--- src/rtl/instruction_fetch_unit_if.sv ---
// Fetch-unit bundle: datapath/control inputs toward the PC stage and PC-side status outputs.
// Counter signals exist only when FETCH_PERF_COUNTERS_EN is defined.
interface instruction_fetch_unit_if #(
  parameter int unsigned ADDR_WIDTH = 7,
  parameter int unsigned IMM_WIDTH  = 64
);
  logic                  stall;
  logic                  branch;
  logic                  zero;
  logic [IMM_WIDTH-1:0]  imm;
  logic [ADDR_WIDTH-1:0] address;
  logic                  pc_valid;
  logic                  halted;
  logic                  misaligned;
`ifdef FETCH_PERF_COUNTERS_EN
  logic [31:0]           fetch_count;
  logic [31:0]           taken_count;

  modport master (
    output stall, branch, zero, imm,
    input  address, pc_valid, halted, misaligned, fetch_count, taken_count
  );
  modport slave (
    input  stall, branch, zero, imm,
    output address, pc_valid, halted, misaligned, fetch_count, taken_count
  );
`else
  modport master (
    output stall, branch, zero, imm,
    input  address, pc_valid, halted, misaligned
  );
  modport slave (
    input  stall, branch, zero, imm,
    output address, pc_valid, halted, misaligned
  );
`endif
endinterface

--- src/rtl/instruction_fetch_unit.sv ---
// PC register and next-PC selection (PC+4 / branch target) with stall and sticky fatal halt.
// Optional fetch/taken counters are built when FETCH_PERF_COUNTERS_EN is defined.
module instruction_fetch_unit #(
  parameter int unsigned ADDR_WIDTH = 7,
  parameter int unsigned IMM_WIDTH  = 64,
  parameter int unsigned RESET_PC   = 0
) (
  input  logic                    clk,
  input  logic                    reset,
  instruction_fetch_unit_if.slave bus
);
  localparam int unsigned SEQ_WIDTH = ADDR_WIDTH + 1;

  if ((RESET_PC % 4) != 0) begin : g_reset_pc_check
    $error("RESET_PC must be a multiple of 4");
  end

  typedef enum logic [1:0] {ST_BOOT, ST_RUN, ST_HALT} state_e;

  state_e                state_q;
  logic [ADDR_WIDTH-1:0] address_q;
  logic                  pc_valid_q;
  logic                  halted_q;
  logic                  misaligned_q;
  logic                  taken_d;
  logic [ADDR_WIDTH-1:0] target_d;
  logic [SEQ_WIDTH-1:0]  seq_d;
  logic                  imm_unused;
`ifdef FETCH_PERF_COUNTERS_EN
  logic [31:0]           fetch_count_q;
  logic [31:0]           taken_count_q;
`endif

  // Offset is in halfwords; only the bits that reach the PC width matter, so the sum wraps.
  always_comb begin
    taken_d  = bus.branch & bus.zero;
    target_d = address_q + ADDR_WIDTH'({bus.imm[ADDR_WIDTH-2:0], 1'b0});
    seq_d    = SEQ_WIDTH'(address_q) + SEQ_WIDTH'(4);
  end

  assign imm_unused = ^bus.imm[IMM_WIDTH-1:ADDR_WIDTH-1];

  always_ff @(posedge clk) begin
    if (reset) begin
      state_q       <= ST_BOOT;
      address_q     <= ADDR_WIDTH'(RESET_PC);
      pc_valid_q    <= 1'b0;
      halted_q      <= 1'b0;
      misaligned_q  <= 1'b0;
`ifdef FETCH_PERF_COUNTERS_EN
      fetch_count_q <= 32'd0;
      taken_count_q <= 32'd0;
`endif
    end else begin
      case (state_q)
        ST_BOOT: begin
          state_q    <= ST_RUN;
          pc_valid_q <= 1'b1;
        end
        ST_RUN: begin
          if (!bus.stall) begin
            if (taken_d && (target_d[1:0] != 2'b00)) begin
              misaligned_q <= 1'b1;
              halted_q     <= 1'b1;
              pc_valid_q   <= 1'b0;
              state_q      <= ST_HALT;
            end else if (taken_d) begin
              address_q     <= target_d;
`ifdef FETCH_PERF_COUNTERS_EN
              fetch_count_q <= fetch_count_q + 32'd1;
              taken_count_q <= taken_count_q + 32'd1;
`endif
            end else if (seq_d[ADDR_WIDTH]) begin
              // Last word of the address space: nothing left to fetch.
              halted_q   <= 1'b1;
              pc_valid_q <= 1'b0;
              state_q    <= ST_HALT;
            end else begin
              address_q     <= seq_d[ADDR_WIDTH-1:0];
`ifdef FETCH_PERF_COUNTERS_EN
              fetch_count_q <= fetch_count_q + 32'd1;
`endif
            end
          end
        end
        default: begin
          state_q <= state_q;
        end
      endcase
    end
  end

  assign bus.address    = address_q;
  assign bus.pc_valid   = pc_valid_q;
  assign bus.halted     = halted_q;
  assign bus.misaligned = misaligned_q;
`ifdef FETCH_PERF_COUNTERS_EN
  assign bus.fetch_count = fetch_count_q;
  assign bus.taken_count = taken_count_q;
`endif

endmodule

--- src/flat_wrapper.sv ---
// flat-port wrapper written by rule: the top's interface ports become plain ports
module instruction_fetch_unit_flat 
#(
  parameter int unsigned ADDR_WIDTH = 7,
  parameter int unsigned IMM_WIDTH  = 64,
  parameter int unsigned RESET_PC   = 0
)
  (clk, reset, bus_stall, bus_branch, bus_zero, bus_imm, bus_address, bus_pc_valid, bus_halted, bus_misaligned);
  instruction_fetch_unit_if #(.ADDR_WIDTH(ADDR_WIDTH), .IMM_WIDTH(IMM_WIDTH)) bus_i ();
  input  logic clk;
  input  logic reset;
  input wire logic [$bits(bus_i.stall)-1:0] bus_stall;
  input wire logic [$bits(bus_i.branch)-1:0] bus_branch;
  input wire logic [$bits(bus_i.zero)-1:0] bus_zero;
  input wire logic [$bits(bus_i.imm)-1:0] bus_imm;
  output wire logic [$bits(bus_i.address)-1:0] bus_address;
  output wire logic [$bits(bus_i.pc_valid)-1:0] bus_pc_valid;
  output wire logic [$bits(bus_i.halted)-1:0] bus_halted;
  output wire logic [$bits(bus_i.misaligned)-1:0] bus_misaligned;
  assign bus_i.stall = bus_stall;
  assign bus_i.branch = bus_branch;
  assign bus_i.zero = bus_zero;
  assign bus_i.imm = bus_imm;
  assign bus_address = bus_i.address;
  assign bus_pc_valid = bus_i.pc_valid;
  assign bus_halted = bus_i.halted;
  assign bus_misaligned = bus_i.misaligned;
  instruction_fetch_unit #(.ADDR_WIDTH(ADDR_WIDTH), .IMM_WIDTH(IMM_WIDTH), .RESET_PC(RESET_PC)) u_core (.clk(clk), .reset(reset), .bus(bus_i));
endmodule
--- config.mk ---
export PLATFORM = sky130hd
export DESIGN_NAME = instruction_fetch_unit_flat
export DESIGN_NICKNAME = d
export VERILOG_FILES = /design/src/rtl/instruction_fetch_unit_if.sv /design/src/rtl/instruction_fetch_unit.sv /design/src/flat_wrapper.sv
export SDC_FILE = /design/constraint.sdc
export NUM_CORES = 1
export LEC_CHECK = 0
export CAP_MARGIN = 20
export CORE_MARGIN = 3
export CORE_UTILIZATION = 28
export DETAILED_ROUTE_END_ITERATION = 10
export MAX_ROUTING_LAYER = met4
export PLACE_DENSITY_LB_ADDON = 0.12
export SLEW_MARGIN = 20
export SYNTH_ARGS = -nofsm -noshare
export SYNTH_HDL_FRONTEND = slang
export SYNTH_SLANG_ARGS = --single-unit
--- constraint.sdc ---
create_clock -name clk -period 1.9 [get_ports clk]
set_input_delay 0.19 -clock clk [delete_from_list [all_inputs] [get_ports clk]]
set_output_delay 0.19 -clock clk [all_outputs]
set_load 0.01 [all_outputs]
---- Word-level counts from Yosys, hierarchy flattened ----
Cells that the tools add are included.
W data, S select, Z words.
storage, ports and cells
  logic and storage cells ................. 40
  memories ................................ 0
  memory bits (writable) .................. 0
  memory bits (read-only) ................. 0
  bits in latches ......................... 0
  register bits after elaboration ......... 12
  input bits .............................. 69
cells by class
  magnitude comparators ................... 0
  mux-type cells .......................... 15
  multipliers ............................. 0
  eq/ne operators ......................... 6
  shift operators ......................... 0
  bitwise gates (word level) .............. 3
  reductions and logical operators ........ 9
  $add $sub $neg .......................... 2
  divide/modulo/power cells ............... 0
operators by type and width
  kind                   number
  $mux W7                2
  $reduce_and A4 Y1      3
  $add A7 B3 Y8 const B  1
  $mux W2                4
  $add A7 B7 Y7          1
  $mux W1                7
  $reduce_bool A2 Y1     3
  $ne A2 B2 Y1 const B   2
  $pmux W2 S2            1
  $ne A3 B1 Y1 const B   1
  $ne A3 B3 Y1 const B   1
  $reduce_and A3 Y1      1
  $eq A2 B1 Y1 const B   1
  $logic_not A2 Y1       1
  $ne A2 B1 Y1 const B   1
  $not A1 Y1             2
  $pmux W1 S2            1
  $and A1 B1 Y1          1
  $logic_and A1 B1 Y1    1

---- Longest topological paths before layout ----
Gate-level depths: netlist (run 1).
  depth in word-level cells ............... 6
  gate-level depth with buffers ........... 7
  mapped depth without buffers ............ 7

---- Worst setup path before layout (run 1) ----
No wires, ideal clock.
  path type ............................... flip-flop to flip-flop
  start ................................... register u_core.address_q[2] (netlist: u_core.bus.address[2])
  end ..................................... register u_core.address_q[5] (netlist: u_core.bus.address[5])
  arrival ................................. 1532 ps
  cell stages (with the launch flop) ...... 7
  setup time .............................. 116 ps
  period minus slack after synthesis ...... 1649 ps
  path slack .............................. 251 ps
  buffers on the path ..................... 0
  data required time ...................... 1784 ps
  path through ............................ dfxtp_1 inv_1 fa_1 nor2b_1 o21a_1 o21ai_0 a41o_1
on the way
  longest elaborated chain between the ends .. 3
  elaborated cells between the ends (all ways) .. 6
  those cells by class .................... add/sub (2); eq/ne (1); mux (2); reduce/logical (1)
ends and longest elaborated chain
  what                                                           line                          text
  start: declaration                                             instruction_fetch_unit.sv:21  logic [ADDR_WIDTH-1:0] address_q;
  start signal: assignment                                       instruction_fetch_unit.sv:46  address_q <= ADDR_WIDTH'(RESET_PC);
  start signal: assignment                                       instruction_fetch_unit.sv:68  address_q <= target_d;
  start signal: assignment                                       instruction_fetch_unit.sv:79  address_q <= seq_d[ADDR_WIDTH-1:0];
  $add A7 B3 Y8                                                  instruction_fetch_unit.sv:38  seq_d = SEQ_WIDTH'(address_q) + SEQ_WIDTH'(4);
  $ne A2 B1 Y1 (no line) / $mux W7 (equally long branches)       -
  $reduce_and A4 Y1 (no line) / $mux W7 (equally long branches)  -
Parallel ways exist; a longest one is shown, timed or not. The select of a mux whose other input is x is not followed.
A chain may end at the register's enable or synchronous reset.

---- Worst setup path in the final report (run 1) ----
  start ................................... register u_core.address_q[1] (netlist: u_core.bus.address[1])
  end ..................................... register u_core.address_q[5] (netlist: u_core.bus.address[5])
on the way
  longest elaborated chain between the ends .. 5
  elaborated cells between the ends (all ways) .. 9
  those cells by class .................... add/sub (2); eq/ne (1); mux (2); bitwise (1); reduce/logical (3)
ends and longest elaborated chain
  what                         line                          text
  $add A7 B7 Y7                instruction_fetch_unit.sv:37  target_d = address_q + ADDR_WIDTH'({bus.imm[ADDR_WIDTH-2:0], 1'b0});
  $reduce_bool A2 Y1           instruction_fetch_unit.sv:62  if (taken_d && (target_d[1:0] != 2'b00)) begin
  $logic_and A1 B1 Y1          instruction_fetch_unit.sv:62
  $not A1 Y1 (no line)         -
  $reduce_and A4 Y1 (no line)  -
Parallel ways exist; a longest one is shown, timed or not. The select of a mux whose other input is x is not followed.

==> results of run 1 <==
## cell usage in the layout, fill, tap and decap left out, drive strengths merged, types with 2 or more instances in the layout
master         instances
nor2b                  2
and4                   2
dfxtp                 10
or3                    2
nor3                   4
buf                    8
o21ai                  6
clkdlybuf4s50         19
nor2                   6
nand2                  3
ha                     6
a31oi                  2
inv                    6
o211a                  2
and3                   4
a211oi                 6
clkbuf                 4
a21oi                  6
## worst max-delay path: stages, from the launching register on
cell and delay (ns):
dfxtp_1 0.36, ha_1 0.22, inv_1 0.07, fa_1 0.39, nor2b_2 0.16, o21a_1 0.14, o21ai_0 0.08, a41o_1 0.23
## path summary, 6_finish.rpt
check                   startpoint                    end  slack, ns
max          u_core.bus.address[1]  u_core.bus.address[5]       0.15
max reg2reg  u_core.bus.address[1]  u_core.bus.address[5]       0.15
min              u_core.bus.halted      u_core.bus.halted       0.45
min reg2reg      u_core.bus.halted      u_core.bus.halted       0.45
## through the flow
| stage | hold WS (ns) | instances |
|---|---|---|
| 2_1_floorplan | 0.2591 | 86 |
| 3_3_place_gp | 0.4371 | 138 |
| 3_5_place_dp | 0.4433 | 138 |
| 4_1_cts | 0.4545 | 142 |
| 5_1_grt | 0.4993 | 142 |
| 6_report | 0.4517 | 142 |
## layout make-up
| type | count | area (µm²) |
|---|---|---|
| Tap cell | 28 | 35.03 |
| Fill cell | 262 | 1300 |
| Timing Repair Buffer | 27 | 250.2 |
| Clock buffer | 4 | 36.28 |
| Sequential cell | 10 | 200.2 |
| Inverter | 6 | 22.52 |
| Multi-Input combinational cell | 67 | 495.5 |
## registers in the layout, summed over array words and instances, names as in the netlist
name / count
u_core.bus.address: 6
u_core.bus.halted: 1
u_core.state_q: 2
u_core.bus.misaligned: 1
## cell families after synthesis
logic type / after synthesis / synth area share [%]
AOI/OAI and AO/OA: 31 / 31.97
and+or+nand+nor: 27 / 20.68
buffers and inverters: 9 / 5.298
xor gates and xnor gates: 1 / 1.197
other: 1 / 0.5123
adders and majority gates: 7 / 12.99
DFF: 10 / 27.35
## metal layers
metal	up-vias	wire, µm
met2	17	828
met4	0	0
met5	-	0
met1	338	887
met3	0	109
li1	388	-
## where the power goes
part           switching (W)  internal [W]
clock              0.0000832      0.000116
combinational      0.0000653     0.0000797
sequential         0.0000106      0.000218
total               0.000159      0.000414
==> results.md, run 1 <==
* Status: finished, final reports clean
* H-tree Lvls at 1
* #FFs+latches synth at 10
* Most common flop cell mapped by yosys: dfxtp_1
* Max Clock Skew at 0.003549 ns
* Count of buffers from port buffering at 19
* Grt ovf at 0
* Crit Path Class: register to register
* Clk Latency, worst-skew pair at around 0.27 ns
* Crit path DAT at 1.92 ns
* Maximum clock insertion buffer count at 2
* GRT busiest layer: met2
* Via density at between 5 and 6
* Worst Hold Depth at 2
* DR WL/cell at 12.85 µm
* Reg clk slew, reported paths at approximately 0.070 ns
* Yosys warnings at 0
* Final Core Density at between 40% and 50%
* Post CTS Setup Buffer Count at 0
* IO Count at 79
* Total CTS buffers at 3
* Area Growth Syn to Fin at 42.05%
* Routability cong. at 0.7873
* Maxcap violations at 0
* Area leader, netlist: dfxtp_1
* Post-synthesis sequential area ratio at between 20% and 30%
* Place WS at -0.1663 ns
* Synth Area per Inst at 8.511 µm²
* Area of the core at about 2300 µm²
* Die Area at 3264 µm²
* Synthesized area at 732.0 µm²
* Grt met3 use at 4.072%
* Peak supply drop at 0.3696 mV
* WL final at 1825 µm
* Largest net degree at the start of global routing at 10
* R2R depth at 7
* Drt pass-1 iters at 4
* Worst setup EP type: register
* Post-route clock period utilization at roughly 92%
* Die H at 57.13 µm
* Synth area leaders: dfxtp_1 27%, ha_1 10%, a211oi_1 6.2%
* Hold WC Path Type: register to register
* CP startpoint kind: register
* Final instance area at around 1000 µm²
* Number of flops mapped to enable cells by yosys at 0
* Crit path max fanout at 3
* Setup violations, final at 0
* Final worst slack at approximately 0.15 ns
* Post-cts resize count at 0
* HPWL Detailed at 1465 µm
* Via Count at around 740
* Final Hold Fails at 0
* Max Fclk at roughly 0.57 GHz
* Tot Pwr at approximately 0.00057 W
* Met1 GRT Util at between 10% and 20%
* First-pass GRT wire length at 3187 µm
* Antenna diode count at 0
* PD cells at about 550 nW/µm²
* Post-route DRC at 0
* Clock sink total at 10
* Max-slew violation count at 0
* Worst path required time at 2.07 ns
* Share of layout cells above drive strength 1 at between 10 and 15%
* # rows at 17
* Initial antenna violation count at 0
* Tot GR Track Use at 12.62%
* Vias in the first global route at around 740
* Met2 GRT Util at 19.58%
* Root buffer cell: clkbuf_4
* Routed Antenna Nets at 0
* Unrepaired setup endpoints after global routing: false
* Yosys cell types at 34
* Most frequent cell after synthesis: dfxtp_1
* Layout Nets at 191
* TritonCTS clock tree: done
* Post-synth top area share at between 20% and 30%
* Initial core utilization at between 30 and 40%
* Ys async rst share at 0%
* Post-Syn Instances at 86
* Sum of negative setup slack at 0 ns
* Minimum clock period at between 1.5 and 2 ns
* Post-DP Area at 1001 µm²
* Drt initial violations at 13
* Die Wd at 57.13 µm
* Hold buffer count at cts at 0
* Syn nets at 162
* Leak pwr at 0.4380 nW
No activity file was read; power rests on OpenSTA's default activity.
==> run 2, diff against run 1 <==
--- a/config.mk
+++ b/config.mk
@@ -8,6 +8,7 @@
 export CAP_MARGIN = 20
 export CORE_MARGIN = 3
 export CORE_UTILIZATION = 28
+export CTS_CLUSTER_DIAMETER = 200
 export DETAILED_ROUTE_END_ITERATION = 10
 export MAX_ROUTING_LAYER = met4
 export PLACE_DENSITY_LB_ADDON = 0.12
==> results of run 2 <==
The final DEF is identical to that of run 1; final timing and power are the same.
==> RTL edit 1 (settings of run 2) <==
`ADDR_WIDTH` is set to 7 in 3 places; all go to 5.
--- a/src/rtl/instruction_fetch_unit_if.sv
+++ b/src/rtl/instruction_fetch_unit_if.sv
@@ -1,7 +1,7 @@
 // Fetch-unit bundle: datapath/control inputs toward the PC stage and PC-side status outputs.
 // Counter signals exist only when FETCH_PERF_COUNTERS_EN is defined.
 interface instruction_fetch_unit_if #(
-  parameter int unsigned ADDR_WIDTH = 7,
+  parameter int unsigned ADDR_WIDTH = 5,
   parameter int unsigned IMM_WIDTH  = 64
 );
   logic                  stall;
--- a/src/rtl/instruction_fetch_unit.sv
+++ b/src/rtl/instruction_fetch_unit.sv
@@ -1,7 +1,7 @@
 // PC register and next-PC selection (PC+4 / branch target) with stall and sticky fatal halt.
 // Optional fetch/taken counters are built when FETCH_PERF_COUNTERS_EN is defined.
 module instruction_fetch_unit #(
-  parameter int unsigned ADDR_WIDTH = 7,
+  parameter int unsigned ADDR_WIDTH = 5,
   parameter int unsigned IMM_WIDTH  = 64,
   parameter int unsigned RESET_PC   = 0
 ) (
--- a/src/flat_wrapper.sv
+++ b/src/flat_wrapper.sv
@@ -1,7 +1,7 @@
 // flat-port wrapper written by rule: the top's interface ports become plain ports
 module instruction_fetch_unit_flat 
 #(
-  parameter int unsigned ADDR_WIDTH = 7,
+  parameter int unsigned ADDR_WIDTH = 5,
   parameter int unsigned IMM_WIDTH  = 64,
   parameter int unsigned RESET_PC   = 0
 )
Interface: changed (resized bus_address); port bits go from 79 to 77. No check against the original RTL was run, so the function may have changed too.
==> RTL edit 1 against run 2 <==
  * Power shrank 28%
  * Final area shrank 28%
  * Register-to-register slack gained 0.06 ns
  * Largest power group unchanged
  * Wire length shrank 40%
  * Critical path type is now in -> reg
  * Non-clock buffer count shrank 8
  * Via count shrank 36%
  * Sequential cell count shrank 2
  * Synthesized area shrank 28%
  * Largest cell class unchanged
  * Worst setup slack gained 0.0029 ns
==> RTL edit 1: results <==
[detailed_routing]
vias = 477
wirelength_um = 1100
drt-pass1-iter-count = 2
wl_per_cell_um = 10.89
drc = 0
drt-initial-drc-count = 8

[place]
gp_routability_congestion = 0.7014
placed_cells = 98
post-place-ws_ns = -0.1025
dpl.hpwl_um = 883
numPortBuffers = 15

[floorplanning]
dieArea_sq_mm = 0.002438

[synth]
yosys.area_share.adder = 0.1330
synth_area_leaders = dfxtp_1, ha_1, a21oi_1, nor2_1, mux2_2
synth-xor-area-share = 0.01663
synth-compound-area-share = 0.2043
seq_area_frac_synth = 0.3040
syn_area_per_cell_sq_um = 9.406
synth.distinct_cells = 28
ys_warn_count = 0
synthMuxAreaShare = 0.04276

[cts]
insertion_delay_ns = 0.25
clkSlewWorstSetupHoldPaths_ns = 0.05
postCtsSetupRepairBufs = 0

[final_layout]
largest_reg_flops = 4
num-nets-final = 152
drive_gt1_frac = 0.1974

[setup_path]
path_max_fanout = 2
cp.arrival_ns = 1.88
r2r_slack_ns = 0.21

[timing]
finClkSkew_ns = 0.005455
post-route-period-util = 0.9190

[run_status]
status = finished clean

[power]
ir_worst_vdd_uv = 295.8

[global_routing]
grt_pass1_wl_um = 1966
grt.total_usage = 0.1060
==> RTL edit 1: final timing paths <==
kind | end | from | cells past startpoint
worst max register to register | u_core.bus.address[4] | u_core.bus.address[2] | 5
worst min-delay path | u_core.bus.halted | u_core.bus.halted | 2
worst min register to register | u_core.bus.halted | u_core.bus.halted | 2
worst max-delay path | u_core.bus.address[4] | bus_imm[1] | 6
==> RTL edit 1: kinds of logic after synthesis <==
logic type,after synthesis
other cells,1
flops,8
xor+xnor,1
fa+ha+maj,5
mux,2
simple gates,19
buf+inv,6
compound gates,14
==> RTL edit 1: cell type report <==
class	count	area, sq um
repair buffers	19	180.2
flip-flops and latches	8	160.2
well taps	25	31.28
fillers	178	996.0
clock buffers	3	22.52
inverters	4	15.01
multi-input cells	42	340.3
==> RTL edit 1: through the flow <==
stage / instance area (sq um) / power, uW / TNS (ns) / hold WS, ns
global route: 749.5 / 447.1 / 0 / 0.5177
CTS: 749.5 / 423.6 / 0 / 0.4820
global placement: 726.9 / 288.7 / -0.1231 / 0.4580
floorplan: 526.8 / 237.0 / 0 / 0.4312
detailed placement: 726.9 / 288.5 / -0.1025 / 0.4648
finish: 749.5 / 411.4 / 0 / 0.4710
==> RTL edit 1: critical path, stage by stage <==
cell and delay (ns):
clkdlybuf4s50_1 0.48, ha_1 0.22, a21oi_1 0.13, mux2_2 0.35, a21oi_1 0.16, mux2_2 0.35
==> RTL edit 1: per-layer routing <==
layer  wire length (um)  GRT usage
met3                 63    0.05199
met5                  0          -
met4                  6    0.02765
met1                536     0.1266
met2                494     0.1585
==> RTL edit 1: where the power goes <==
| group | switching (uW) | internal (uW) |
|---|---|---|
| registers | 4.34 | 175 |
| logic | 46.9 | 58.5 |
| clock network | 54.9 | 72.1 |
==> RTL edit 2 (settings of run 2) <==
Made on the original files. Re-encode `state_e` (3 states) as one-hot, 3 bits wide.
--- a/src/rtl/instruction_fetch_unit.sv
+++ b/src/rtl/instruction_fetch_unit.sv
@@ -15,7 +15,7 @@
     $error("RESET_PC must be a multiple of 4");
   end
 
-  typedef enum logic [1:0] {ST_BOOT, ST_RUN, ST_HALT} state_e;
+  typedef enum logic [2:0] {ST_BOOT = 3'b001, ST_RUN = 3'b010, ST_HALT = 3'b100} state_e;
 
   state_e                state_q;
   logic [ADDR_WIDTH-1:0] address_q;
Check against the original RTL: no difference found for any inputs over 10 cycles, from zero or initial values and one cycle with reset high; not proved beyond that.
==> RTL edit 2 against run 2 <==
  * Core utilization decreased by 1.3 points
  * Clock power decreased by 18%
  * Wire length increased by 1.1%
  * Power decreased by 10%
  * Final area increased by 3.6%
  * Sequential cell count increased by 1
  * Register-to-register slack got worse by 0.04 ns
  * Critical path depth increased by 2
  * Worst setup slack got worse by 0.057 ns
  * Synthesized area increased by 1.7%
  * Cell count increased by 9.9%
  * Largest power group unchanged
==> RTL edit 2: results <==
[detailed_routing]
wirelength_um = 1845
drt-pass1-iter-count = 4
wl_per_cell_um = 11.83
via_per_inst = 4.962
drt-initial-drc-count = 24

[synth]
ys_warn_count = 0
yosys.area_share.adder = 0.1277
synth_area_leaders = dfxtp_1, ha_1, o21ai_0, nor2_1, a21oi_1
synth-xor-area-share = 0.02353
synth.distinct_cells = 35
synthMuxAreaShare = 0
netlist_instances = 94
yosys_most_used_dff = dfxtp_1
synth-edff-count = 0
syn_nets = 170
synth-compound-area-share = 0.2185
seq_area_frac_synth = 0.2958

[final_layout]
drive_gt1_frac = 0.1587
ff_latch_area_sq_um = 221.5
inverters = 4
buffer_area_frac = 0.2602
nClkBuffers = 3
largest_class = multi-input gates
multi_input_gates = 76
clockNetworkAreaShare = 0.02555
antenna_cells = 0
n_all_buffers = 31
num-nets-final = 203
nFillCells = 271
largest_reg_flops = 6

[place]
gp_routability_congestion = 0.7850
placed_area_sq_mm = 0.001046
dpl.hpwl_um = 1448
post-place-ws_ns = -0.2350
placed_cells = 152
numPortBuffers = 19

[setup_path]
path_max_fanout = 2
cp.arrival_ns = 1.94
cpMaxStageDelayCell = clkdlybuf4s50_1
slowest_delay_ns = 0.45

[power]
ir_worst_vdd_uv = 451.3
cell_internal_pwr_uw = 374.8
cellPowerDensity_mw_per_mm2 = 478.4
p_leak_uw = 0.0004311

[cts]
insertion_delay_ns = 0.27
postCtsSetupRepairBufs = 0
clockBufferDepth = 2
clkSlewWorstSetupHoldPaths_ns = 0.07
htree_levels = 1
cts_sinks = 11
clock-root-buffer = clkbuf_4

[global_routing]
grt_max_degree = 14
grt.total_usage = 0.1272
grt_pass1_vias = 719
grt_pass1_wl_um = 3215

[timing]
relSlewSlack = 0.6474
finClkSkew_ns = 0.006366

[floorplanning]
num_rows = 18

[run_status]
status = finished clean
==> RTL edit 2: final timing paths <==
check / startpoint / to / slack, ns / cells after the start
worst max-delay path: bus_imm[0] / u_core.bus.address[5] / 0.09 / 9
worst min-delay path: u_core.bus.misaligned / u_core.bus.misaligned / 0.48 / 2
worst max register to register: u_core.bus.address[1] / u_core.bus.address[5] / 0.11 / 8
worst min register to register: u_core.bus.misaligned / u_core.bus.misaligned / 0.48 / 2
==> RTL edit 2: power by group through the flow <==
stage | clock (uW) | sequential [uW] | combinational (uW)
CTS | 177 | 245 | 106
floorplan | 0 | 252 | 48.2
global placement | 0 | 250 | 105
detailed placement | 0 | 251 | 105
finish | 165 | 245 | 105
global route | 191 | 247 | 117
==> RTL edit 2: layer usage <==
layer,part of all wire,global-route usage
met1,0.50,0.1662
met2,0.43,0.1887
met3,0.059,0.04299
met4,0.0065,0.02980
met5,0,-
==> RTL edit 2: what timing repair did <==
action	4_1_cts	5_1_grt
setup endpoints to repair	0	2
endpoints found under the hold margin	0	0
resized for setup	0	2
